`src/rtl/swd_pkg.sv`:
```
// Shared ack codes and FSM state encoding for the SWD transfer sequencer.
package swd_pkg;

  localparam logic [2:0] ACK_OK    = 3'b001;
  localparam logic [2:0] ACK_WAIT  = 3'b010;
  localparam logic [2:0] ACK_FAULT = 3'b100;
  localparam logic [2:0] ACK_TMO   = 3'b111;

  typedef enum logic [2:0] {
    ST_IDLE  = 3'd0,
    ST_GETW  = 3'd1,
    ST_ISSUE = 3'd2,
    ST_BUSY  = 3'd3,
    ST_EVAL  = 3'd4,
    ST_RESP  = 3'd5
  } swd_state_e;

endpackage

```
`src/rtl/swd_seq.sv`:
```
// SWD block-transfer sequencer: issues transfers to the line interface, retries WAIT acks, reports one response per transfer.
// Optional per-transfer watchdog enabled by defining SWD_SEQ_TIMEOUT_EN.
module swd_seq
  import swd_pkg::*;
#(
  parameter int RETRY_W = 8,
  parameter int TMO_CYC = 4096
) (
  input  logic               clk,
  input  logic               rst,
  input  logic               cmd_valid,
  output logic               cmd_ready,
  input  logic               cmd_rnw,
  input  logic               cmd_apndp,
  input  logic [1:0]         cmd_addr32,
  input  logic [7:0]         cmd_count,
  input  logic [RETRY_W-1:0] retry_limit,
  input  logic               wr_valid,
  output logic               wr_ready,
  input  logic [31:0]        wr_data,
  output logic               rsp_valid,
  input  logic               rsp_ready,
  output logic [31:0]        rsp_data,
  output logic [2:0]         rsp_ack,
  output logic               rsp_perr,
  output logic               rsp_last,
  output logic               if_go,
  output logic               if_rnw,
  output logic               if_apndp,
  output logic [1:0]         if_addr32,
  output logic [31:0]        if_dwrite,
  input  logic [2:0]         if_ack,
  input  logic [31:0]        if_dread,
  input  logic               if_perr,
  input  logic               if_idle
);

  swd_state_e         state;
  logic [7:0]         remaining;
  logic [RETRY_W-1:0] retries;
  logic [RETRY_W-1:0] limit_q;

  assign cmd_ready = (state == ST_IDLE);
  assign wr_ready  = (state == ST_GETW);
  assign rsp_valid = (state == ST_RESP);

`ifdef SWD_SEQ_TIMEOUT_EN
  localparam int TMO_W = $clog2(TMO_CYC + 1);

  logic [TMO_W-1:0] tmo_cnt;
  logic             tmo_hit;

  // Restarts on every issue attempt, so each retry gets its own full budget.
  always_ff @(posedge clk or posedge rst) begin
    if (rst) begin
      tmo_cnt <= '0;
    end else if (state == ST_ISSUE || state == ST_BUSY) begin
      tmo_cnt <= tmo_cnt + TMO_W'(1);
    end else begin
      tmo_cnt <= '0;
    end
  end

  assign tmo_hit = (state == ST_ISSUE || state == ST_BUSY) &&
                   (tmo_cnt == TMO_W'(TMO_CYC - 1));
`endif

  always_ff @(posedge clk or posedge rst) begin
    if (rst) begin
      state     <= ST_IDLE;
      if_go     <= 1'b0;
      if_rnw    <= 1'b0;
      if_apndp  <= 1'b0;
      if_addr32 <= 2'b00;
      if_dwrite <= 32'h0;
      rsp_data  <= 32'h0;
      rsp_ack   <= 3'b000;
      rsp_perr  <= 1'b0;
      rsp_last  <= 1'b0;
      remaining <= 8'd0;
      retries   <= '0;
      limit_q   <= '0;
    end else begin
`ifdef SWD_SEQ_TIMEOUT_EN
      if (tmo_hit) begin
        if_go    <= 1'b0;
        rsp_data <= 32'h0;
        rsp_ack  <= ACK_TMO;
        rsp_perr <= 1'b0;
        rsp_last <= 1'b1;
        state    <= ST_RESP;
      end else
`endif
      case (state)
        ST_IDLE: begin
          if (cmd_valid) begin
            if_rnw    <= cmd_rnw;
            if_apndp  <= cmd_apndp;
            if_addr32 <= cmd_addr32;
            limit_q   <= retry_limit;
            remaining <= (cmd_count == 8'd0) ? 8'd1 : cmd_count;
            retries   <= '0;
            if (cmd_rnw) begin
              if_go <= 1'b1;
              state <= ST_ISSUE;
            end else begin
              state <= ST_GETW;
            end
          end
        end
        ST_GETW: begin
          if (wr_valid) begin
            if_dwrite <= wr_data;
            if_go     <= 1'b1;
            state     <= ST_ISSUE;
          end
        end
        ST_ISSUE: begin
          if (!if_idle) begin
            if_go <= 1'b0;
            state <= ST_BUSY;
          end
        end
        ST_BUSY: begin
          if (if_idle) begin
            state <= ST_EVAL;
          end
        end
        // A WAIT retry re-enters ISSUE with if_dwrite untouched, so the same word goes out again.
        ST_EVAL: begin
          rsp_data <= if_rnw ? if_dread : 32'h0;
          rsp_ack  <= if_ack;
          rsp_perr <= if_perr;
          if (if_ack == ACK_OK && !if_perr) begin
            remaining <= remaining - 8'd1;
            rsp_last  <= (remaining == 8'd1);
            state     <= ST_RESP;
          end else if (if_ack == ACK_WAIT && !if_perr && retries < limit_q) begin
            retries <= retries + RETRY_W'(1);
            if_go   <= 1'b1;
            state   <= ST_ISSUE;
          end else begin
            rsp_last <= 1'b1;
            state    <= ST_RESP;
          end
        end
        ST_RESP: begin
          if (rsp_ready) begin
            if (rsp_last) begin
              state <= ST_IDLE;
            end else begin
              retries <= '0;
              if (if_rnw) begin
                if_go <= 1'b1;
                state <= ST_ISSUE;
              end else begin
                state <= ST_GETW;
              end
            end
          end
        end
        default: begin
          if_go <= 1'b0;
          state <= ST_IDLE;
        end
      endcase
    end
  end

endmodule

```
`config.mk`:
```
export PLATFORM = sky130hd
export DESIGN_NAME = swd_seq
export DESIGN_NICKNAME = d
export VERILOG_FILES = /design/src/rtl/swd_pkg.sv /design/src/rtl/swd_seq.sv
export SDC_FILE = /design/constraint.sdc
export NUM_CORES = 1
export LEC_CHECK = 0
export CORE_UTILIZATION = 35
export DETAILED_ROUTE_END_ITERATION = 8
export PLACE_DENSITY = 0.71
export SKIP_LAST_GASP = 1
export SYNTH_ARGS = -nofsm -noshare
export SYNTH_HDL_FRONTEND = slang
export SYNTH_SLANG_ARGS = --single-unit
```
`constraint.sdc`:
```
create_clock -name clk -period 7 [get_ports clk]
set_input_delay 0.7 -clock clk [delete_from_list [all_inputs] [get_ports clk]]
set_output_delay 0.7 -clock clk [all_outputs]
set_load 0.05 [all_outputs]
```
==> summary.txt <==
Initial Util -> 35.77%
Die H -> 118.1 um
pwr/cell area -> 483.9 mW/mm^2
Fillers -> 1167
Hold Buf Count CTS -> 0
Synth async-reset ratio -> 100.0%
IO Port Bufs -> 170
max cap viols -> 0
post-layout minimum cycle time -> 2965 ps
critical path startpoint category -> flip-flop
Post-DRT Antenna Nets -> 0
most frequent cells in the layout -> 170 x clkdlybuf4s50_1, 101 x dfrtp_1, 100 x nand2_1, 54 x o21ai_0, 38 x mux2_2
Num CTS Buffers -> 9
Final Skew -> 4.955 ps
Leakage -> 0.002883 uW
post-synth top area share -> 53.57%
worst r2r src -> state[0]
Netlist cell types -> 49
Core Box Area -> 0.01319 mm^2
Pwr Total -> 3329 uW
Synth area leaders -> dfrtp_1 54%, mux2_2 9.1%, nand2_1 8.0%
post-synthesis sequential area ratio -> 53.57%
RSZ-0062 raised after global routing -> no
FF-to-FF setup slack -> 4170 ps
CTS H-tree depth -> 3
required time worst endpoint -> 6300 ps
reg2reg path depth -> 6
maximum VDD drop -> 0.2416 mV
Worst EP arrival -> 2270 ps
Resized Gates After CTS -> 0
largest net degree at the start of global routing -> 74
outcome -> finished, final reports clean
Via Count -> 3901
Pins Over Slew Limit -> 0
Die ar. -> 0.01395 mm^2
slowest stage cell, crit path -> clkdlybuf4s50_1
Worst-Skew Late Latency -> 340 ps
DRT iter0 DRCs -> 210
Total GRT Usage -> 17.68%
Rel. slew slack -> 38.35%
TritonCTS Sinks -> 101
Top Ports -> 171
clock transition at the registers of the reported paths -> 70 ps
width of the die -> 118.1 um
most common cell after layout, fill and taps aside -> clkdlybuf4s50_1
# Post-CTS Setup Buffers -> 0
vias in the first global route -> 3880
critical path buffer and inverter count -> 1
wire per inst -> 14.85 um
Design Area, Final -> 0.006878 mm^2
crit path kind -> reg2out
leading area contributor after synthesis -> dfrtp_1
number of diodes -> 0
crit-path cells -> and3_1 -> clkdlybuf4s50_1
initial antenna violation count -> 0
Post-synth EDFFs -> 0
# setup viols final -> 0
Hold Path Origin -> rsp_data[8]
fmax -> 0.3373 GHz
Pre-antenna DRT Iters -> 4
Area Growth Syn to Fin -> 45.77%
first-pass GRT wire length -> 19550 um
Post-synth top flop -> dfrtp_1
DRC Markers -> 0
synth warn -> 0
Mean Syn Cell Area -> 10.28 um^2
synthesis-stage register bit count -> 101
Post-Place Cell Area -> 0.006559 mm^2
GRT overflow -> 0
dpl hpwl -> 8674 um
Final Hold Fails -> 0
drt total wl -> 11840 um
Fin Setup TNS -> 0 ps
CTS root buf -> clkbuf_16
Longest Clk Path Bufs -> 2
Final period util -> 42.36%
Post-Route Utilization -> 52.14%
Min-Delay Path Depth -> 2
Hold EP -> rsp_data[8]
Vias/cell -> 4.895
Cell Area, Synth -> 0.004718 mm^2
worst-path fanout max -> 23
RR Endpoint -> remaining[3]
Hold Worst Slack -> 477.6 ps
layout cell share with drive strength beyond 1 -> 12.08%
row cnt -> 42
slew at the pin closest to its max-slew limit -> 924.8 ps
critical path's top delay family -> buffers and inverters
Crit. End Element -> output port
Nets -> 720
RePlAce Congestion -> 0.8557
Worst Hold Class -> reg2reg
Post-Syn Nets -> 563
Crit path largest cell delay -> 820 ps
Post-Synthesis Cells -> 459
CTS tree -> done
[stage by stage]
stage | std cells | worst slack [ps]
5_1_grt | 797 | 3944
3_3_place_gp | 781 | 4134
2_1_floorplan | 459 | 3653
4_1_cts | 797 | 4032
3_5_place_dp | 781 | 4100
6_report | 797 | 4035
[layout make-up]
class                           count  area [um^2]  area share [%]
Multi-Input combinational cell    314         2013           29.27
Sequential cell                   101         2527           36.75
Clock buffer                       11        252.7           3.675
Tap cell                          176        220.2           3.202
Inverter                           15        58.81          0.8550
Timing Repair Buffer              175         1739           25.29
Clock inverter                      5        66.31          0.9642
[worst register-to-register path, cell delays in order (launching register included)]
cell	delay [ps]
dfrtp_1	640
or3b_2	840
buf_4	400
o21bai_2	430
o21ai_0	210
nand2_1	100
o21ai_0	80
[kinds of logic after synthesis]
logic type | synth area share (%)
fa+ha+maj | 2.652
flops | 53.57
buf+inv | 3.898
simple gates | 16.92
mux | 10.77
compound gates | 12.20
[flip-flops by register name, summed over array words and instances, names as in the netlist]
register and flops:
if_dwrite 32, rsp_data 32, limit_q 8, remaining 8, retries 8, rsp_ack 3
state 3, if_addr32 2, if_apndp 1, if_go 1, if_rnw 1, rsp_last 1
rsp_perr 1
[how the worst max path moves through the flow]
stage | start | to | slack (ps) | cells after the start
after floorplan | rst | if_addr32[0] | 3650 | 1
after global placement | if_ack[1] | retries[6] | 4130 | 6
after detailed placement | if_ack[1] | retries[6] | 4100 | 6
after CTS | state[0] | rsp_valid | 4030 | 2
after global routing | state[0] | rsp_valid | 3940 | 2
final | state[0] | rsp_valid | 4030 | 2
[Yosys cell counts, drive strengths merged, types with 2 or more instances]
cell type,count
a211oi,5
a21oi,13
a22oi,2
a31oi,3
and2,2
and3,5
buf,13
clkbuf,16
dfrtp,101
ha,10
inv,15
mux2,38
mux2i,8
nand2,100
nand2b,9
nand3,6
nand4,2
nor2,10
nor2b,3
nor3,7
nor3b,4
nor4,9
o211ai,2
o21ai,56
o2bb2ai,3
o31ai,2
[where the power goes]
group / internal, uW / leakage, uW / switching [uW]
Combinational: 644 / 0.00148 / 1150
Sequential: 833 / 0.00125 / 178
Clock: 301 / 0.000154 / 221
Total: 1780 / 0.00288 / 1550
[per-layer routing]
layer,vias up,share of wire (%),global-route usage (%)
li1,1897,-,-
met1,1861,45,22.03
met2,124,48,29.67
met3,19,5.4,4.215
met4,0,1.9,6.571
met5,-,0,0
(Power assumes the default switching activity.)
